## config.mk

```make
export PLATFORM = sky130hd
export DESIGN_NAME = l2h_word_packer
export DESIGN_NICKNAME = d
export VERILOG_FILES = /design/src/rtl/l2h_word_packer.sv
export SDC_FILE = /design/constraint.sdc
export NUM_CORES = 1
export LEC_CHECK = 0
export CORE_MARGIN = 2
export CORE_UTILIZATION = 42
export DETAILED_ROUTE_END_ITERATION = 10
export GPL_TIMING_DRIVEN = 0
export PLACE_DENSITY = 0.63
export SYNTH_ARGS = -nofsm -noshare
export SYNTH_HDL_FRONTEND = slang
export SYNTH_SLANG_ARGS = --single-unit
```

## constraint.sdc

```tcl
create_clock -name rclk -period 2.7 [get_ports rclk]
set_clock_uncertainty 0.1 [all_clocks]
set_input_delay 0.675 -clock rclk [delete_from_list [all_inputs] [get_ports rclk]]
set_output_delay 0.675 -clock rclk [all_outputs]
set_load 0.1 [all_outputs]
```

## src/rtl/l2h_word_packer.sv

```systemverilog
// Byte-to-word packer with a small output FIFO and sticky overflow flag, clocked by rclk.
// Define L2H_FLUSH_EN to add an idle timer that pushes a partial word after FLUSH_CYCLES idle cycles.
//
// state  | meaning
// EMPTY  | no bytes held in the pack register (cnt = 0)
// FILL   | 0 < cnt < BPW bytes held, waiting for the rest of the word

module l2h_word_packer #(
   parameter int BPW          = 4,
   parameter int DEPTH        = 4,
   parameter int FLUSH_CYCLES = 64
) (
   input  logic                     rclk,
   input  logic                     rst,
   input  logic                     in_valid,
   input  logic [7:0]               in_data,
   output logic                     out_valid,
   input  logic                     out_ready,
   output logic [8*BPW-1:0]         out_data,
   output logic [$clog2(BPW):0]     out_bytes,
   output logic [$clog2(DEPTH):0]   fifo_level,
   output logic                     ovf
);

   localparam int WW    = 8 * BPW;
   localparam int CNT_W = $clog2(BPW) + 1;
   localparam int PTR_W = $clog2(DEPTH);
   localparam int LVL_W = PTR_W + 1;

   localparam logic [CNT_W-1:0] LAST_LANE  = CNT_W'(BPW - 1);
   localparam logic [CNT_W-1:0] FULL_BYTES = CNT_W'(BPW);
   localparam logic [LVL_W-1:0] FULL_LVL   = LVL_W'(DEPTH);

   typedef enum logic {
      ST_EMPTY = 1'b0,
      ST_FILL  = 1'b1
   } state_t;

   state_t              state_q, state_d;
   logic [CNT_W-1:0]    cnt_q, cnt_d;
   logic [WW-1:0]       pack_q, pack_d;
   logic [WW-1:0]       word_mem_q [DEPTH];
   logic [WW-1:0]       word_mem_d [DEPTH];
   logic [PTR_W-1:0]    wr_ptr_q, wr_ptr_d;
   logic [PTR_W-1:0]    rd_ptr_q, rd_ptr_d;
   logic [LVL_W-1:0]    level_q, level_d;
   logic                ovf_q, ovf_d;

   logic [CNT_W-1:0]    lane_sel;
   logic                push_req;
   logic                push_ok;
   logic                pop;
   logic [WW-1:0]       push_word;

`ifdef L2H_FLUSH_EN
   localparam int FL_W = $clog2(FLUSH_CYCLES + 1);
   localparam logic [FL_W-1:0] FL_LAST = FL_W'(FLUSH_CYCLES - 1);

   logic [FL_W-1:0]     flush_q, flush_d;
   logic [CNT_W-1:0]    bytes_mem_q [DEPTH];
   logic [CNT_W-1:0]    bytes_mem_d [DEPTH];
   logic [CNT_W-1:0]    push_bytes;
`endif

   // ---------------------------------------------------------------- packer FSM
   always_ff @(posedge rclk) begin
      if (rst) begin
         state_q <= ST_EMPTY;
         cnt_q   <= '0;
         pack_q  <= '0;
`ifdef L2H_FLUSH_EN
         flush_q <= '0;
`endif
      end else begin
         state_q <= state_d;
         cnt_q   <= cnt_d;
         pack_q  <= pack_d;
`ifdef L2H_FLUSH_EN
         flush_q <= flush_d;
`endif
      end
   end

   // pack_q lanes at and above cnt are always zero, so a flushed word needs no masking
   always_comb begin
      state_d   = state_q;
      cnt_d     = cnt_q;
      pack_d    = pack_q;
      push_req  = 1'b0;
      push_word = pack_q;
      lane_sel  = (state_q == ST_EMPTY) ? '0 : cnt_q;
`ifdef L2H_FLUSH_EN
      flush_d    = '0;
      push_bytes = FULL_BYTES;
`endif
      if (in_valid) begin
         if (lane_sel == LAST_LANE) begin
            push_req              = 1'b1;
            push_word[WW-1 -: 8]  = in_data;
            cnt_d                 = '0;
            pack_d                = '0;
            state_d               = ST_EMPTY;
         end else begin
            for (int k = 0; k < BPW; k++) begin
               if (lane_sel == CNT_W'(k)) begin
                  pack_d[8*k +: 8] = in_data;
               end
            end
            cnt_d   = lane_sel + 1'b1;
            state_d = ST_FILL;
         end
      end
`ifdef L2H_FLUSH_EN
      else if (state_q == ST_FILL) begin
         if (flush_q == FL_LAST) begin
            push_req   = 1'b1;
            push_bytes = cnt_q;
            cnt_d      = '0;
            pack_d     = '0;
            state_d    = ST_EMPTY;
         end else begin
            flush_d = flush_q + 1'b1;
         end
      end
`endif
   end

   // ---------------------------------------------------------------- output FIFO
   assign out_valid  = (level_q != '0);
   assign pop        = out_valid && out_ready;
   assign push_ok    = push_req && ((level_q != FULL_LVL) || pop);
   assign fifo_level = level_q;
   assign ovf        = ovf_q;
   assign out_data   = out_valid ? word_mem_q[rd_ptr_q] : '0;

`ifdef L2H_FLUSH_EN
   assign out_bytes  = out_valid ? bytes_mem_q[rd_ptr_q] : '0;
`else
   assign out_bytes  = out_valid ? FULL_BYTES : '0;
`endif

   always_comb begin
      word_mem_d = word_mem_q;
      wr_ptr_d   = wr_ptr_q;
      rd_ptr_d   = rd_ptr_q;
      level_d    = level_q;
      ovf_d      = ovf_q | (push_req & ~push_ok);
`ifdef L2H_FLUSH_EN
      bytes_mem_d = bytes_mem_q;
`endif
      if (push_ok) begin
         word_mem_d[wr_ptr_q] = push_word;
`ifdef L2H_FLUSH_EN
         bytes_mem_d[wr_ptr_q] = push_bytes;
`endif
         wr_ptr_d = wr_ptr_q + 1'b1;
      end
      if (pop) begin
         rd_ptr_d = rd_ptr_q + 1'b1;
      end
      case ({push_ok, pop})
         2'b10:   level_d = level_q + 1'b1;
         2'b01:   level_d = level_q - 1'b1;
         default: level_d = level_q;
      endcase
   end

   always_ff @(posedge rclk) begin
      if (rst) begin
         wr_ptr_q <= '0;
         rd_ptr_q <= '0;
         level_q  <= '0;
         ovf_q    <= 1'b0;
      end else begin
         wr_ptr_q <= wr_ptr_d;
         rd_ptr_q <= rd_ptr_d;
         level_q  <= level_d;
         ovf_q    <= ovf_d;
      end
   end

   // storage needs no reset: outputs are gated by out_valid
   always_ff @(posedge rclk) begin
      word_mem_q <= word_mem_d;
`ifdef L2H_FLUSH_EN
      bytes_mem_q <= bytes_mem_d;
`endif
   end

endmodule
```

======== After elaboration in Yosys (flattened, before gate mapping) ========
Index checks and enable logic that the tools add are counted.
operators by class
  $add $sub $neg .......................... 5
  multiply operators ...................... 0
  divide/modulo/power cells ............... 0
  $lt $le $gt $ge ......................... 3
  equality and inequality tests ........... 6
  shift operators ......................... 0
  muxes and demuxes ....................... 20
  bitwise gates (word level) .............. 5
  reductions and logical operators ........ 13
operators by type and width
  operator                                                               count
  128-bit bitwise mux                                                    1
  32-bit 2-to-1 mux                                                      4
  32-bit binary-select mux with 2-bit select                             1
  32-bit demux with 2-bit select                                         1
  8-bit 2-to-1 mux                                                       5
  24-bit 2-to-1 mux                                                      1
  3-bit 2-to-1 mux                                                       3
  2-bit nonzero test                                                     4
  3-bit by 1-bit adder with 3-bit output (second input constant)         2
  3-bit by 2-bit == test with 1-bit output (second input constant)       2
  3-bit greater-or-equal comparator (second input constant)              2
  2-bit inverter with 3-bit output                                       2
  3-bit one-hot mux with 2 select lines                                  1
  2-bit AND reduction                                                    3
  2-bit by 1-bit adder with 2-bit output (second input constant)         2
  3-bit by 1-bit == test with 1-bit output (second input constant)       1
  1-bit logical AND                                                      3
  3-bit logical NOT                                                      1
  3-bit by 1-bit < comparator with 1-bit output (second input constant)  1
  1-bit 2-to-1 mux                                                       3
  3-bit inequality test (second input constant)                          1
  3-bit nonzero test                                                     1
  3-bit by 1-bit subtractor with 3-bit output (second input constant)    1
  2-bit by 1-bit == test with 1-bit output (second input constant)       1
  5 further kinds                                                        5
word-level totals
  register bits after elaboration ......... 164
  latch bits .............................. 0
  memory bits (writable) .................. 0
  ROM bits ................................ 0
  input port bits ......................... 12
  output and inout port bits .............. 40
  word-level logic and storage cells ...... 65
  memories ................................ 0

======== Logic depth before layout (Yosys ltp) ========
  word-level depth ........................ 8
  mapped depth ............................ 8
  gate-level depth less buffers ........... 8

======== Worst setup path before layout ========
No wires, ideal clock.
  kind .................................... register to output
  from .................................... register level_q[0] (netlist: fifo_level[0])
  to ...................................... output port out_data[22]
  data arrival time ....................... 3.331 ns
  required time ........................... 1.925 ns
  slack ................................... -1.406 ns
  stages on the path, launching flop included .. 5
  cell sequence ........................... dfxtp_1 -> or3_1 -> clkbuf_1 -> clkbuf_1 -> and2_1
between the ends
  word-level cells in the longest chain between the ends .. 2
ends and longest elaborated chain
  item                    RTL line  text
  start, declared         46        logic [LVL_W-1:0] level_q, level_d;
  start signal, assigned  177       level_q <= level_d;
  3-bit nonzero test      129       assign out_valid = (level_q != '0);
  named net out_valid     17        output logic out_valid,
  32-bit 2-to-1 mux       134       assign out_data = out_valid ? word_mem_q[rd_ptr_q] : '0;
  end, declared           19        output logic [8*BPW-1:0] out_data,
The timed path passes the listed nets, and every way through them passes these cells.

======== Worst setup path after layout ========
  from .................................... register rd_ptr_q[0]
  to ...................................... output port out_data[26]
between the ends
  word-level cells in the longest chain between the ends .. 5
ends and longest elaborated chain
  item                                                    RTL line  text
  start, declared                                         45        logic [PTR_W-1:0] rd_ptr_q, rd_ptr_d;
  start signal, assigned                                  176       rd_ptr_q <= rd_ptr_d;
  2-bit inverter with 3-bit output (implied by the code)  134
  32-bit binary-select mux with 2-bit select              134
  32-bit 2-to-1 mux (implied by the code) (2 in a row)    134
  32-bit 2-to-1 mux                                       134
No other way between the ends. The select of a mux whose other input is x is not followed.

==> impl_results.md <==
- # nets final: 483
- DRT met1 WL: 5.52 mm
- Syn Inst Count: 383
- Fin util: 55.4%
- Grt total ovfl: 0
- Register bit total from synthesis: 164
- WS Path Type: flop to output port
- Cell Rows: 45
- Hold path depth: 2
- Setup-failing EPs final: 9
- Syn avg cell area: 17.1 µm²
- CTS Buffer Depth: 2
- DP HPWL: 8.05 mm
- Routability cong.: 0.763
- Buffers on Ports: 49
- # hold bufs at CTS: 0
- Peak ir drop on the vdd network: 0.383 mV
- Peak Freq: 366 MHz
- Worst R2R Path Depth: 8
- Top delay family on crit path: multiplexers
- Final Power: 5.03 mW
- Distinct cells, synth: 37
- CP max-delay cell: mux4_2
- Worst R2R End: fifo_level[2]$_SDFFE_PP0P_
- Main flop type after synthesis: edfxtp_1
- Clock period minus worst slack: 2.73 ns
- Routed vias/inst: 5.21
- Clk_lat worst skew: 0.41 ns
- Buffers & Inverters on Critical Path: 3
- Antenna-violating nets left: 0
- Most frequent CP cell: buf_12
- Crit path launch type: flop
- Iter 0 DRT Violations: 308
- Core box area: 15200 µm²
- Uppermost layer routed: met4
- Vias: 3455
- Arr. time, crit path: 1.96 ns
- Ports: 52
- Clock Tree Root: clkbuf_16
- Final worst slack: -0.0330 ns
- Crit-path cells: buf_4 -> buf_12 -> mux4_2 -> and2_4 -> buf_12
- DIE HEIGHT: 129 µm
- Worst r2r src: state_q$_SDFFE_PP0P_
- Die area: 16600 µm²
- Placed insts: 625
- Final hold violations: 0
- Initial Utilization: 43.1%
- Crit. End Element: output port
- # DRC: 0
- Slew HR: 35.3%
- Worst slew pin tran: 0.968 ns
- Crit-path max cell delay: 0.53 ns
- Post-synth design cell area: 6550 µm²
- Routed wl met2: 6.42 mm
- Fraction of layout cells with a size suffix above 1: 34.9%
- WHS Endpoint: cnt_q[0]$_SDFFE_PP0P_
- Pre-Repair DR Iteration Count: 4
- Sequential share of the synthesized area: 69.7%
- Req. time, crit path: 1.92 ns
- Pwr/cell area: 597 nW/µm²
- Die width: 129 µm
- Lkg Pwr: 2.91 nW
- Initial antenna violation count: 0
- Reg clk slew, reported paths: 0.06 ns
- WL per Instance: 19.2 µm
- RSZ-0062 raised after global routing: yes
- Clock sinks: 164
- Ys Warns: 0
- Vias in the first global route: 3460
- WP depth: 5
- Post-Layout Cell Count: 663
- Area grow syn2layout: 28.6%
- Pins Over Slew Limit: 0
- Met3 wire length: 590 µm
- GRT Total Usage: 16.0%
- Final wirelength: 12.7 mm
- Hold_sp: cnt_q[0]$_SDFFE_PP0P_
- Ant diodes: 0
- Max-cap violations: 0
- Post-synth ARST share: 0%
- First-pass GRT wire length: 19.1 mm
- Fill cell count: 1209
- EDFF count, synth: 128
- CTS tree: built
- H-tree depth: 4
- Crit share post-route: 101%
- Status: complete, but fails checks
- Worst reg-to-reg setup slack: 0.13 ns
- Max Fanout on Critical Path: 9
- Failing checks: setup timing
- Largest net degree at the start of global routing: 33
- Total clock buffers created by CTS: 17
- HP Class: flop to flop
-- registers in the layout (all words and copies together) (netlist names) --
register / cells
wr_ptr_q: 2
fifo_level: 3
state_q: 1
cnt_q: 3
ovf: 1
word_mem_q: 128
rd_ptr_q: 2
pack_q: 24
-- cell type report --
cell class                      instances  area (µm²)  area share [%]
Timing Repair Buffer                   62         963            11.4
Tap cell                              188         235            2.79
Multi-Input combinational cell        194        1950            23.2
Sequential cell                       164        4570            54.3
Buffer                                 18         151            1.80
Clock inverter                         11        87.6            1.04
Inverter                                5        18.8           0.223
Clock buffer                           21         440            5.23
-- cells in the mapped netlist (all sizes together), types with 2 or more instances --
cell / count / share of area (%)
and2: 38 / 3.6
buf: 6 / 0.69
nor3: 2 / 0.32
mux4: 32 / 11
a21boi: 3 / 0.34
dfxtp: 36 / 11
inv: 5 / 0.29
edfxtp: 128 / 59
and3: 8 / 0.76
nor2: 41 / 2.7
a21oi: 3 / 0.29
nand3: 2 / 0.15
ha: 8 / 1.5
clkbuf: 15 / 0.86
xor2: 2 / 0.27
nor2b: 9 / 0.86
mux2i: 27 / 4.1
nand2b: 3 / 0.29
-- cell families after synthesis --
kind of cell    Yosys count  share of synthesized area (%)
simple gates            107                           9.28
xor+xnor                  3                          0.401
other cells               1                         0.0572
compound gates           13                           1.57
buf+inv                  26                           1.83
fa+ha+maj                 9                           1.83
mux                      60                           15.4
flops                   164                           69.7
-- how the worst max path moves through the flow --
stage,startpoint,end
after global routing,rd_ptr_q[0]$_SDFFE_PP0P_,out_data[27]
after CTS,rd_ptr_q[0]$_SDFFE_PP0P_,out_data[12]
after floorplan,fifo_level[0]$_SDFFE_PP0P_,out_data[22]
final,rd_ptr_q[0]$_SDFFE_PP0P_,out_data[26]
after global placement,in_valid,word_mem_q[8]$_DFFE_PP_
after detailed placement,rd_ptr_q[0]$_SDFFE_PP0P_,out_data[14]
-- worst min-delay path, delay by kind of cell, from the launching register on --
kind	cells	cell delay (ns)
DFF	1	0.31
AOI/OAI and AO/OA	1	0.05
and+or+nand+nor	1	0.08
-- report_power, final --
| group | switching [mW] | internal, mW |
|---|---|---|
| sequential | 0.0177 | 2.71 |
| combinational | 0.0940 | 0.0588 |
| clock | 0.899 | 1.25 |
-- metal layers --
| metal | GRT usage, % | vias up |
|---|---|---|
| met1 | 20.5 | 1747 |
| met4 | 6.14 | 0 |
| met5 | 0 | - |
| met3 | 3.66 | 10 |
| met2 | 26.6 | 94 |
| li1 | - | 1604 |
-- metrics by stage --
step	setup slack (ns)	hold slack, ns	instance area, µm²	TNS, ns
after floorplan	0.0447	0.352	6610	0
after global placement	-1.23	0.358	7340	-183.99
after global routing	-0.0744	0.424	8420	-1.13
final	-0.0330	0.384	8420	-0.0714
after CTS	-0.0915	0.384	8230	-0.390
after detailed placement	-0.872	0.369	7420	-56.30
-- placed cells by master, fill, tap and decap left out, drive strengths merged, types with 3 or more instances in the layout --
cell	Yosys	final
clkbuf	15	34
edfxtp	128	128
and2	38	38
clkdlybuf4s50	0	11
inv	5	5
buf	6	52
nor2b	9	9
and3	8	8
ha	8	8
clkinvlp	0	5
nor2	41	41
dlygate4sd2	0	3
mux4	32	32
dfxtp	36	36
a21oi	3	3
clkinv	0	5
a21boi	3	3
nand2b	3	3
mux2i	27	27
-- what timing repair did --
| item | CTS | global route |
|---|---|---|
| endpoints found under the setup margin | 37 | 32 |
| resized for setup | 310 | 31 |
| setup buffers | 1 | 6 |
| pin swaps | 4 | 0 |
| gates cloned | 0 | 2 |
Note: power is estimated with default switching activity, not from simulation.
